## src/rtl/conv_window3x3.sv

```systemverilog
// conv_window3x3: turns a raster pixel stream into every valid 3x3 window (stride 1, no padding)
module conv_window3x3 #(
  parameter int WIDTH = 9,
  parameter int IMG_W = 30,
  parameter int IMG_H = 30,
  localparam int CW = $clog2(IMG_W)
) (
  input  logic               clk,
  input  logic               rst_n,
  input  logic               in_valid,
  input  logic [WIDTH-1:0]   data_in,
  output logic               win_valid,
  output logic [9*WIDTH-1:0] window,
  output logic [CW-1:0]      win_row,
  output logic [CW-1:0]      win_col,
  output logic               frame_done
);
  logic [CW-1:0] col_cnt, row_cnt;
  logic [WIDTH-1:0] lb0 [IMG_W];
  logic [WIDTH-1:0] lb1 [IMG_W];
  logic [WIDTH-1:0] w [3][3];
  logic [WIDTH-1:0] lb0_out, lb1_out;
  logic col_last, row_last, in_win;
  // Line buffers are addressed by column, so each slot returns the pixel written one and two lines ago
  assign lb0_out  = lb0[col_cnt];
  assign lb1_out  = lb1[col_cnt];
  assign col_last = col_cnt == CW'(IMG_W - 1);
  assign row_last = row_cnt == CW'(IMG_H - 1);
  assign in_win   = row_cnt >= CW'(2) && col_cnt >= CW'(2);
  assign window   = {w[0][0], w[0][1], w[0][2], w[1][0], w[1][1], w[1][2], w[2][0], w[2][1], w[2][2]};
  always_ff @(posedge clk)
    if (in_valid) begin
      lb1[col_cnt] <= data_in;
      lb0[col_cnt] <= lb1_out;
    end
  always_ff @(posedge clk or negedge rst_n)
    if (!rst_n) begin
      col_cnt    <= '0;
      row_cnt    <= '0;
      win_valid  <= 1'b0;
      frame_done <= 1'b0;
      win_row    <= '0;
      win_col    <= '0;
      for (int r = 0; r < 3; r++)
        for (int c = 0; c < 3; c++)
          w[r][c] <= '0;
    end else begin
      win_valid  <= in_valid && in_win;
      frame_done <= in_valid && col_last && row_last;
      if (in_valid) begin
        col_cnt <= col_last ? '0 : col_cnt + 1'b1;
        if (col_last) row_cnt <= row_last ? '0 : row_cnt + 1'b1;
        for (int r = 0; r < 3; r++) begin
          w[r][0] <= w[r][1];
          w[r][1] <= w[r][2];
        end
        w[0][2] <= lb0_out;
        w[1][2] <= lb1_out;
        w[2][2] <= data_in;
        if (in_win) begin
          win_row <= row_cnt - CW'(2);
          win_col <= col_cnt - CW'(2);
        end
      end
    end
endmodule
```

## config.mk

```make
export PLATFORM = sky130hd
export DESIGN_NAME = conv_window3x3
export DESIGN_NICKNAME = d
export VERILOG_FILES = /design/src/rtl/conv_window3x3.sv
export SDC_FILE = /design/constraint.sdc
export NUM_CORES = 1
export LEC_CHECK = 0
export CORE_MARGIN = 5
export CORE_UTILIZATION = 55
export CTS_CLUSTER_DIAMETER = 120
export DETAILED_ROUTE_END_ITERATION = 6
export PLACE_DENSITY = 0.7
export SLEW_MARGIN = 5
export SYNTH_ARGS = -nofsm -noshare
export SYNTH_HDL_FRONTEND = slang
export SYNTH_SLANG_ARGS = --single-unit
```

## constraint.sdc

```tcl
create_clock -name clk -period 6.8 [get_ports clk]
set_clock_uncertainty 0.05 [all_clocks]
set_input_delay 1.36 -clock clk [delete_from_list [all_inputs] [get_ports clk]]
set_output_delay 1.36 -clock clk [all_outputs]
set_load 0.05 [all_outputs]
```

== Word-level counts from Yosys, hierarchy flattened ==
Memory sizes are Yosys's and may differ from the RTL's. A register that Yosys moved wholly into a read port is not among the register bits.
Index checks and enable logic that the tools add are counted.

* Bits in registers: 94
* Memory bits (writable): 540
* Word-level logic and storage cells: 35
* Memories kept: 2

{| class="wikitable"
|+ Memory list
! name !! depth !! bits a word !! rd ports !! clocked after memory_dff !! wr ports !! RTL line !! RTL
|-
| lb0 || 30 || 9 || 1 || 1 || 1 || 19 || <nowiki>logic [WIDTH-1:0] lb0 [IMG_W];</nowiki>
|-
| lb1 || 30 || 9 || 1 || 0 || 1 || 20 || <nowiki>logic [WIDTH-1:0] lb1 [IMG_W];</nowiki>
|}

* Add/subtract/negate cells: 4
* $lt $le $gt $ge: 2
* Equality and inequality tests: 2
* Mux-type cells: 4
* Reduce and logical (&&, ||, !) cells: 7

{| class="wikitable"
|+ Operator list
! operator !! number
|-
| adder 5 x 1 -> 5 bit, second input constant || 2
|-
| == test 5 bit, second input constant || 2
|-
| greater-or-equal comparator 5 x 2 -> 1 bit, second input constant || 2
|-
| two-way mux 5 bit || 2
|-
| subtractor 5 x 2 -> 5 bit, second input constant || 2
|-
| logical AND 1 bit || 4
|-
| AND reduction 2 bit || 2
|-
| two-way mux 1 bit || 2
|-
| zero test 1 bit || 1
|}

== Depth between registers and ports, before layout ==
Gate-level depths: netlist (run 1).

* Word-level depth: 3
* Depth in mapped cells: 10

== Worst setup path before layout (run 1) ==
Ideal clock, no wire load.

* Kind: input to register
* Start: input in_valid
* End: memory lb0[10][0], enable pin
* Arrival time: 4.082 ns
* Data required time: 6.304 ns
* Slack: 2.223 ns
* Stages on the path: 4
* Path buffers: 2
* Path through: clkbuf_1 clkbuf_1 nand2_1 nor4b_1

* Cells in the longest elaborated chain, start to end: 2

{| class="wikitable"
|+ Ends and longest elaborated chain
! item !! RTL line !! RTL
|-
| start: declaration || 10 || <nowiki>input logic in_valid,</nowiki>
|-
| two-way mux 1 bit || 32 || <nowiki>if (in_valid) begin</nowiki>
|-
| two-way mux 1 bit (not written as such) || 34 || <nowiki>lb0[col_cnt] <= lb1_out;</nowiki>
|-
| end: declaration || 19 ||
|}

Every way passes these cells.

== Worst setup path in the final report (run 1) ==
* Start: register col_cnt[4]
* End: memory lb0[17][1] (data pin)

* Cells in the longest elaborated chain, start to end: 1

{| class="wikitable"
|+ Ends and longest elaborated chain
! item !! RTL line !! RTL
|-
| start: declaration || 18 || <nowiki>logic [CW-1:0] col_cnt, row_cnt;</nowiki>
|-
| start signal: assignment || 51 || <nowiki>col_cnt <= col_last ? '0 : col_cnt + 1'b1;</nowiki>
|-
| memory (30 x 9 bit) || - ||
|-
| net lb1_out[1] || 22 || <nowiki>logic [WIDTH-1:0] lb0_out, lb1_out;</nowiki>
|}

The timed path passes the listed nets, and every way through them passes these cells.

==> impl_metrics.toml, run 1 <==
[synth]
synthArstFlopShare_pct = 16.0
synth.distinct_cells = 43
synth_ff_type = "edfxtp_1"
yosys_warnings = 0
syn_nets = 1424
synth_edf_count = 540
syn_area_um2 = 24700
synth_cells = 1401
ys_seq_area_share_pct = 76.0
ys_ff_latch = 643
syn_avg_cell_area_um2 = 17.6

[timing]
finalHoldViolCount = 0
max_freq_ghz = 0.228
final-setup-viol-count = 0
fin_crit_ns = 4.39
worst_pin_slew_ns = 1.29
slew_violations = 0
rsz0062_at_grt = "no"
layout_setup_ws_ns = 2.41
slew_headroom_pct = 14.0
finalCritPeriodShare_pct = 64.6
totalNegativeSetupSlack_ns = 0

[power]
p_sw_w = 0.00460
switching_share_pct = 34.6
leakagePower_nw = 9.89
pwr-share-comb_pct = 30.2
clockPowerShare_pct = 26.2
peakVddDrop_uv = 381
sequentialPowerShare_pct = 43.6
pwr_density_cell_nw_per_um2 = 464
internal-power_w = 0.00870

[clock_network]
postCtsSetupRepairBufs = 0
clk_latency_ns = 0.62
clk_pin_slew_worst_paths_ns = 0.06
numCtsBuffers = 61
clock_path_buffers = 3
numClockSinks = 643
htree_levels = 2
ctsHoldBuffers = 0
cts_resized = 0
cts-root-buf = "clkbuf_16"
cts_tree = "built"

[finish]
nets = 1551
fill_cells = 3012
seqCellArea_um2 = 18800
area_growth_pct = 15.9
layout.cells.non_filler = 2173
layout_commonest_cell = "edfxtp_1"
design_area_um2 = 28700
drive_gt1_share_pct = 15.6
antenna_cells = 0
multi_input_area_um2 = 5680
layout_common_cells = "540 x edfxtp_1, 232 x mux2i_1, 107 x o22ai_1"

[global_routing]
antenna_found_initial = 0
overflow = 0
grt_pass1_wl_mm = 90.3
grt_max_degree = 114
first_global_vias = 13300
grt_use_total_pct = 24.8

[critical_path]
cp-end-kind = "flop"
critical_path_class = "reg2reg"
reg2reg_setup_slack_ns = 2.41
cp-startpoint = "col_cnt[4]"
worstPathMaxFanout = 30
cp.arrival_ns = 4.47
cp.required_ns = 6.87
r2r_start = "col_cnt[4]"
critPathLaunchType = "flop"

[floorplanning]
start_util_pct = 55.8
ios = 105
core-area_um2 = 44300
num_rows = 77
die_h_um = 222
die_area_um2 = 49300
fp.dieW_um = 222

[min_path]
hold_path.class = "reg2reg"
min_from = "win_row[0]"

[route]
num_vias = 13700
initialDrtViolationCount = 1803
routedWlPerCell_um = 28.7
vias_per_cell = 6.28
firstDrtPassIters = 7
drc_errors = 0
antenna_left = 0
wirelength_mm = 62.4

[placed_design]
place.gp.congestion = 0.859
pre_cts_slack_ns = 2.54
dpl_cell_area_um2 = 26600
placed_cells = 2057
io_buffers = 104
hpwl_mm = 35.4

[run_status]
status = "finished, final reports clean"

[run]
maxCapViolations = 0
## logic make-up (layout without fill, tap and decap cells)
logic type               count (synthesis)  count (layout)  share of synthesized area (%)
adder cells (fa/ha/maj)                 11              11                          0.557
multiplexers                           313             313                           13.9
flip-flops                             643             643                           76.0
AND/OR/NAND/NOR                        181             181                           3.62
buffers and inverters                   86             266                           1.64
AO/OA/AOI/OAI                          161             161                           4.05
XOR/XNOR                                 6               6                          0.213
## stage by stage
stage	util, %	hold WS (ns)	power [W]
6_report	64.6	0.435	0.0133
5_1_grt	64.6	0.466	0.0137
4_1_cts	64.6	0.438	0.0133
3_5_place_dp	60.0	0.424	0.00985
3_3_place_gp	60.0	0.423	0.00975
2_1_floorplan	-	0.462	0.00834
## worst paths after layout
path,end,cells after the start
max in group asynchronous,window[1],2
setup reg to reg,lb0[17][1],6
hold / removal,win_row[0],2
hold reg to reg,win_row[0],2
setup / recovery,lb0[17][1],6
min in group asynchronous,row_cnt[3],1
## final cells by class
| class | instances | share of cell area (%) |
|---|---|---|
| Clock buffer | 69 | 5.58 |
| Clock inverter | 47 | 1.65 |
| Inverter | 13 | 0.170 |
| Multi-Input combinational cell | 672 | 19.8 |
| Sequential cell | 643 | 65.6 |
| Tap cell | 592 | 2.59 |
| Timing Repair Buffer | 137 | 4.57 |
## routing by layer
metal	global-route usage [%]	vias up	share of wire (%)
li1	-	5812	-
met1	35.2	6886	40
met2	38.6	829	46
met3	5.84	130	11
met4	8.47	0	3.3
met5	0	-	0
## power by group through the flow
stage	clock network (W)	logic [W]	registers, W
floorplan	0	0.00197	0.00637
global placement	0	0.00391	0.00584
detailed placement	0	0.00398	0.00587
CTS	0.00351	0.00400	0.00579
global route	0.00369	0.00419	0.00584
finish	0.00348	0.00402	0.00579
## synth_stat cells, types with 6 or more instances
master | number | area, um^2
edfxtp_1 | 540 | 16200
nor2_1 | 65 | 244
nor3_1 | 16 | 80.1
nor4_1 | 25 | 156
ha_1 | 11 | 138
mux4_2 | 18 | 405
o22ai_1 | 107 | 669
inv_1 | 9 | 33.8
dfrtp_1 | 103 | 2580
nand3_1 | 12 | 60.1
mux2_2 | 63 | 709
nand4_1 | 7 | 43.8
buf_2 | 48 | 240
mux2i_1 | 232 | 2320
nand2_1 | 30 | 113
o21ai_1 | 19 | 95.1
a31oi_1 | 18 | 113
nor2b_1 | 6 | 37.5
clkbuf_1 | 18 | 67.6
## flip-flops by register name (all words and copies together) (netlist names)
register,cells
lb1,270
frame_done,1
win_valid,1
row_cnt,5
win_row,5
lb0,270
win_col,5
window,81
col_cnt,5
## worst max-delay path: stages, from the launching register on
cell	delay (ns)
dfrtp_1	0.92
nor2_1	0.46
nand3_1	0.63
buf_4	0.35
o22ai_1	0.12
nor4_1	0.60
nand2_1	0.73
Power figures use the tool's default switching activity.
==> run 2, diff against run 1 <==
==> constraint.sdc (replaced) <==
create_clock -name clk -period 4.27 [get_ports clk]
set_clock_uncertainty 0.05 [all_clocks]
set_input_delay 0.854 -clock clk [delete_from_list [all_inputs] [get_ports clk]]
set_output_delay 0.854 -clock clk [all_outputs]
set_load 0.05 [all_outputs]
==> run 2 against run 1 <==
Compared with the run above: global-route usage is 0.17 points higher; routed wire length about the same; critical path depth did not move; clock power up 52%; core utilization increased by 0.43 points; maximum frequency grew 22%; critical path type unchanged; critical endpoint is now lb0[12][1]; setup slack got worse by 1.7 ns; non-clock buffer count grew 46; power increased by 60%; highest routed layer unchanged; sequential share of layout area decreased by 0.44 points.
==> impl_metrics.toml, run 2 (synthesized netlist as in run 1, its figures left out) <==
[timing]
slew_violations = 0
finalCritPeriodShare_pct = 84.6
finalHoldViolCount = 0
fin_crit_ns = 3.61
slew_headroom_pct = 11.7
max_freq_ghz = 0.277
totalNegativeSetupSlack_ns = 0
rsz0062_at_grt = "no"
layout_setup_ws_ns = 0.660
final-setup-viol-count = 0
worst_pin_slew_ns = 1.32

[floorplanning]
die_h_um = 222
ios = 105
num_rows = 77
die_area_um2 = 49300
fp.dieW_um = 222
start_util_pct = 55.8
core-area_um2 = 44300

[clock_network]
cts-root-buf = "clkbuf_16"
numCtsBuffers = 59
ctsHoldBuffers = 0
cts_resized = 0
clock_path_buffers = 3
clk_latency_ns = 0.61
cts_tree = "built"
htree_levels = 2
postCtsSetupRepairBufs = 0
numClockSinks = 643
clk_pin_slew_worst_paths_ns = 0.06

[critical_path]
worstSetupPathDepth = 6
cp_cell_sequence = "inv_2, nand4_1, o22ai_1, nor4_1, nand2_1, buf_4"
critPathLaunchType = "flop"
reg2reg_setup_slack_ns = 0.66
r2r_start = "col_cnt[4]"
cpMaxStageDelayCell = "dfrtp_1"
endpoint = "lb0[12][1]"
critPathTopFamily = "simple AND/OR/NAND/NOR gates"
cp.required_ns = 4.54
cp-startpoint = "col_cnt[4]"
cp-end-kind = "flop"
worstPathMaxFanout = 30
crit_path_max_incr_delay_ns = 0.91
cp.arrival_ns = 3.88
timing.rr.end = "lb0[12][1]"
worst-path-buf-inv = 2
reg2reg_depth = 6
critical_path_class = "reg2reg"

[finish]
seqCellArea_um2 = 18800
layout.cells.non_filler = 2213
nets = 1595
antenna_cells = 0
area_growth_pct = 16.7
multi_input_area_um2 = 5610
layout_common_cells = "540 x edfxtp_1, 232 x mux2i_1, 107 x o22ai_1"
drive_gt1_share_pct = 17.8
layout_commonest_cell = "edfxtp_1"
fill_cells = 2994
design_area_um2 = 28800
utilization_pct = 65.1

[power]
peakVddDrop_uv = 602
p_sw_w = 0.00743
internal-power_w = 0.0138
switching_share_pct = 35.1
sequentialPowerShare_pct = 42.8
leakagePower_nw = 10.1
pwr-share-comb_pct = 32.2
pwr_density_cell_nw_per_um2 = 735
clockPowerShare_pct = 24.9

[route]
routedWlPerCell_um = 28.2
vias_per_cell = 6.27
initialDrtViolationCount = 2073
firstDrtPassIters = 6
drc_errors = 0
antenna_left = 0
num_vias = 13900
wirelength_mm = 62.4

[global_routing]
grt_max_degree = 67
overflow = 0
grt_pass1_wl_mm = 91.7
antenna_found_initial = 0
grt_use_total_pct = 25.0
first_global_vias = 13500

[run]
maxCapViolations = 0

[placed_design]
hpwl_mm = 39.5
place.gp.congestion = 0.899
io_buffers = 104
placed_cells = 2103
dpl_cell_area_um2 = 26900
pre_cts_slack_ns = 0.780

[min_path]
hold_path.class = "in2async"

[run_status]
status = "finished, final reports clean"
-- run 2: how the worst min path moves through the flow --
stage                     depth (start not counted)        from  slack, ns         end
after floorplan                                   1  row_cnt[4]       0.46  row_cnt[4]
after global placement                            2  win_col[4]       0.42  win_col[4]
after detailed placement                          2  win_row[0]       0.43  win_row[0]
after CTS                                         1       rst_n       0.32  window[78]
after global routing                              1       rst_n       0.37  window[68]
final                                             1       rst_n       0.31  window[64]
-- run 2: metrics by stage --
step | total power (W) | hold WS (ns)
2_1_floorplan | 0.0133 | 0.462
3_3_place_gp | 0.0158 | 0.419
3_5_place_dp | 0.0160 | 0.425
4_1_cts | 0.0212 | 0.324
5_1_grt | 0.0219 | 0.373
6_report | 0.0212 | 0.313
-- run 2: per-layer routing --
layer	share of wire [%]	vias up	track usage [%]
met5	0	-	0
met2	45	866	37.5
met4	3.3	0	7.42
li1	-	5895	-
met1	40	6977	36.7
met3	12	133	6.58
-- run 2: cell type report --
cell class                      instances  area share [%]
Clock buffer                           76            5.55
Clock inverter                         34            1.21
Inverter                               13           0.169
Multi-Input combinational cell        672            19.5
Sequential cell                       643            65.2
Tap cell                              592            2.57
Timing Repair Buffer                  183            5.86
-- run 2: power groups by stage --
stage / sequential (W) / clock [W] / combinational (W)
2_1_floorplan: 0.0101 / 0 / 0.00314
3_3_place_gp: 0.00916 / 0 / 0.00668
3_5_place_dp: 0.00921 / 0 / 0.00677
4_1_cts: 0.00908 / 0.00535 / 0.00679
6_report: 0.00908 / 0.00529 / 0.00683
5_1_grt: 0.00916 / 0.00563 / 0.00716
==> run 3, diff against run 2 <==
--- a/config.mk
+++ b/config.mk
@@ -6,10 +6,10 @@
 export NUM_CORES = 1
 export LEC_CHECK = 0
 export CORE_MARGIN = 5
-export CORE_UTILIZATION = 55
+export CORE_UTILIZATION = 54
 export CTS_CLUSTER_DIAMETER = 120
 export DETAILED_ROUTE_END_ITERATION = 6
-export PLACE_DENSITY = 0.7
+export PLACE_DENSITY = 0.72
 export SLEW_MARGIN = 5
 export SYNTH_ARGS = -nofsm -noshare
 export SYNTH_HDL_FRONTEND = slang
==> constraint.sdc (replaced) <==
create_clock -name clk -period 3 [get_ports clk]
set_clock_uncertainty 0.05 [all_clocks]
set_input_delay 0.6 -clock clk [delete_from_list [all_inputs] [get_ports clk]]
set_output_delay 0.6 -clock clk [all_outputs]
set_load 0.05 [all_outputs]
==> run 3 against run 2 <==
Compared with the run above: global-route usage increased by 0.067 points; setup slack lost 0.58 ns; maximum frequency up 24%; critical path depth stayed put; register-to-register slack worse by 0.58 ns; via count up 2.6%; flip-flop and latch count unchanged; clock power grew 40%; core utilization is 0.37 points lower; routed wire length up 2.3%; combinational power grew 49%.
==> impl_metrics.toml, run 3 (synthesized netlist as in run 1, its figures left out) <==
[run_status]
status = "finished, final reports clean"

[global_routing]
antenna_found_initial = 0
grt_max_degree = 91
grt_pass1_wl_mm = 92.6
overflow = 0
grt_use_total_pct = 25.1
first_global_vias = 13800

[floorplanning]
core-area_um2 = 45400
num_rows = 78
die_h_um = 224
start_util_pct = 54.5
fp.dieW_um = 224
die_area_um2 = 50200
ios = 105

[critical_path]
reg2reg_depth = 6
cp.required_ns = 3.31
r2r_start = "col_cnt[0]"
cp-end-kind = "flop"
timing.rr.end = "lb0[24][8]"
critical_path_class = "reg2reg"
critPathLaunchType = "flop"
crit_path_max_incr_delay_ns = 0.75
endpoint = "lb0[24][8]"
critPathTopFamily = "simple AND/OR/NAND/NOR gates"
cpMaxStageDelayCell = "nor4_1"
cp.arrival_ns = 3.23
worstPathMaxFanout = 30
worst-path-buf-inv = 2
cp_cell_sequence = "buf_4, nand4_2, o22ai_1, nor4_1, nand2_1, buf_12"
reg2reg_setup_slack_ns = 0.08
worstSetupPathDepth = 6
cp-startpoint = "col_cnt[0]"

[timing]
max_freq_ghz = 0.343
slew_violations = 0
slew_headroom_pct = 44.8
final-setup-viol-count = 0
finalCritPeriodShare_pct = 97.2
worst_pin_slew_ns = 0.821
totalNegativeSetupSlack_ns = 0
finalHoldViolCount = 0
rsz0062_at_grt = "no"
fin_crit_ns = 2.92

[route]
vias_per_cell = 6.24
antenna_left = 0
drc_errors = 0
num_vias = 14200
firstDrtPassIters = 7
initialDrtViolationCount = 1834
routedWlPerCell_um = 28.0
wirelength_mm = 63.9

[clock_network]
clk_pin_slew_worst_paths_ns = 0.07
cts_tree = "built"
numCtsBuffers = 61
clk_latency_ns = 0.64
numClockSinks = 643
htree_levels = 2
clock_path_buffers = 3
cts-root-buf = "clkbuf_16"

[placed_design]
io_buffers = 104
placed_cells = 2164
place.gp.congestion = 0.928
hpwl_mm = 40.4

[finish]
antenna_cells = 0
area_growth_pct = 18.8
nets = 1651
layout_commonest_cell = "edfxtp_1"
utilization_pct = 64.7
layout.cells.non_filler = 2281
drive_gt1_share_pct = 20.6
layout_common_cells = "540 x edfxtp_1, 232 x mux2i_1, 124 x buf_4"

[power]
p_total_w = 0.0304
pwr-share-comb_pct = 33.7
clockPowerShare_pct = 24.4
internal-power_w = 0.0198
switching_share_pct = 34.8
leakagePower_nw = 10.4
peakVddDrop_uv = 944
pwr_density_cell_nw_per_um2 = 1030
p_sw_w = 0.0106
sequentialPowerShare_pct = 41.9

[run]
maxCapViolations = 0

[min_path]
min_from = "in_valid"
hold_depth = 2
hold_path.class = "in2reg"
run 3: worst min-delay path by stage:
| stage | to |
|---|---|
| 6_report | window[33] |
| 5_1_grt | window[33] |
| 4_1_cts | window[33] |
| 3_5_place_dp | win_col[2] |
| 3_3_place_gp | win_row[0] |
| 2_1_floorplan | col_cnt[0] |
run 3: metal layers:
| metal | global-route usage, % | wire length, um | vias to the layer above |
|---|---|---|---|
| met5 | 0 | 0 | - |
| met4 | 7.59 | 2260 | 0 |
| met3 | 5.66 | 7360 | 150 |
| met2 | 39.4 | 29700 | 881 |
| met1 | 35.8 | 24500 | 7183 |
| li1 | - | - | 6011 |
run 3: power by group through the flow:
stage | Sequential [W] | Combinational, W | Clock (W)
final | 0.0127 | 0.0102 | 0.00741
after global routing | 0.0128 | 0.0107 | 0.00789
after CTS | 0.0127 | 0.0102 | 0.00751
after detailed placement | 0.0129 | 0.0102 | 0
after global placement | 0.0129 | 0.00997 | 0
after floorplan | 0.0144 | 0.00449 | 0
run 3: layout make-up:
type | count | area [um^2]
Tap cell | 600 | 751
Fill cell | 3058 | 16000
Sequential cell | 643 | 18800
Clock buffer | 100 | 1820
Inverter | 13 | 48.8
Clock inverter | 16 | 129
Timing Repair Buffer | 237 | 2160
Multi-Input combinational cell | 672 | 5660
run 3: what timing repair did:
item,CTS,global route
endpoints found under the hold margin,27,0
resized for setup,1,0
buffers inserted,0,0
hold buffers,1,0
setup endpoints to repair,30,0
run 3: metrics by stage:
step | instance area, um^2 | setup slack (ns) | hold WS [ns]
after floorplan | 24800 | 0.0474 | 0.254
after global placement | 27400 | -0.0397 | 0.423
after detailed placement | 27400 | -0.00482 | 0.426
after CTS | 29400 | 0.123 | 0.317
after global routing | 29400 | 0.0167 | 0.351
final | 29400 | 0.0829 | 0.350
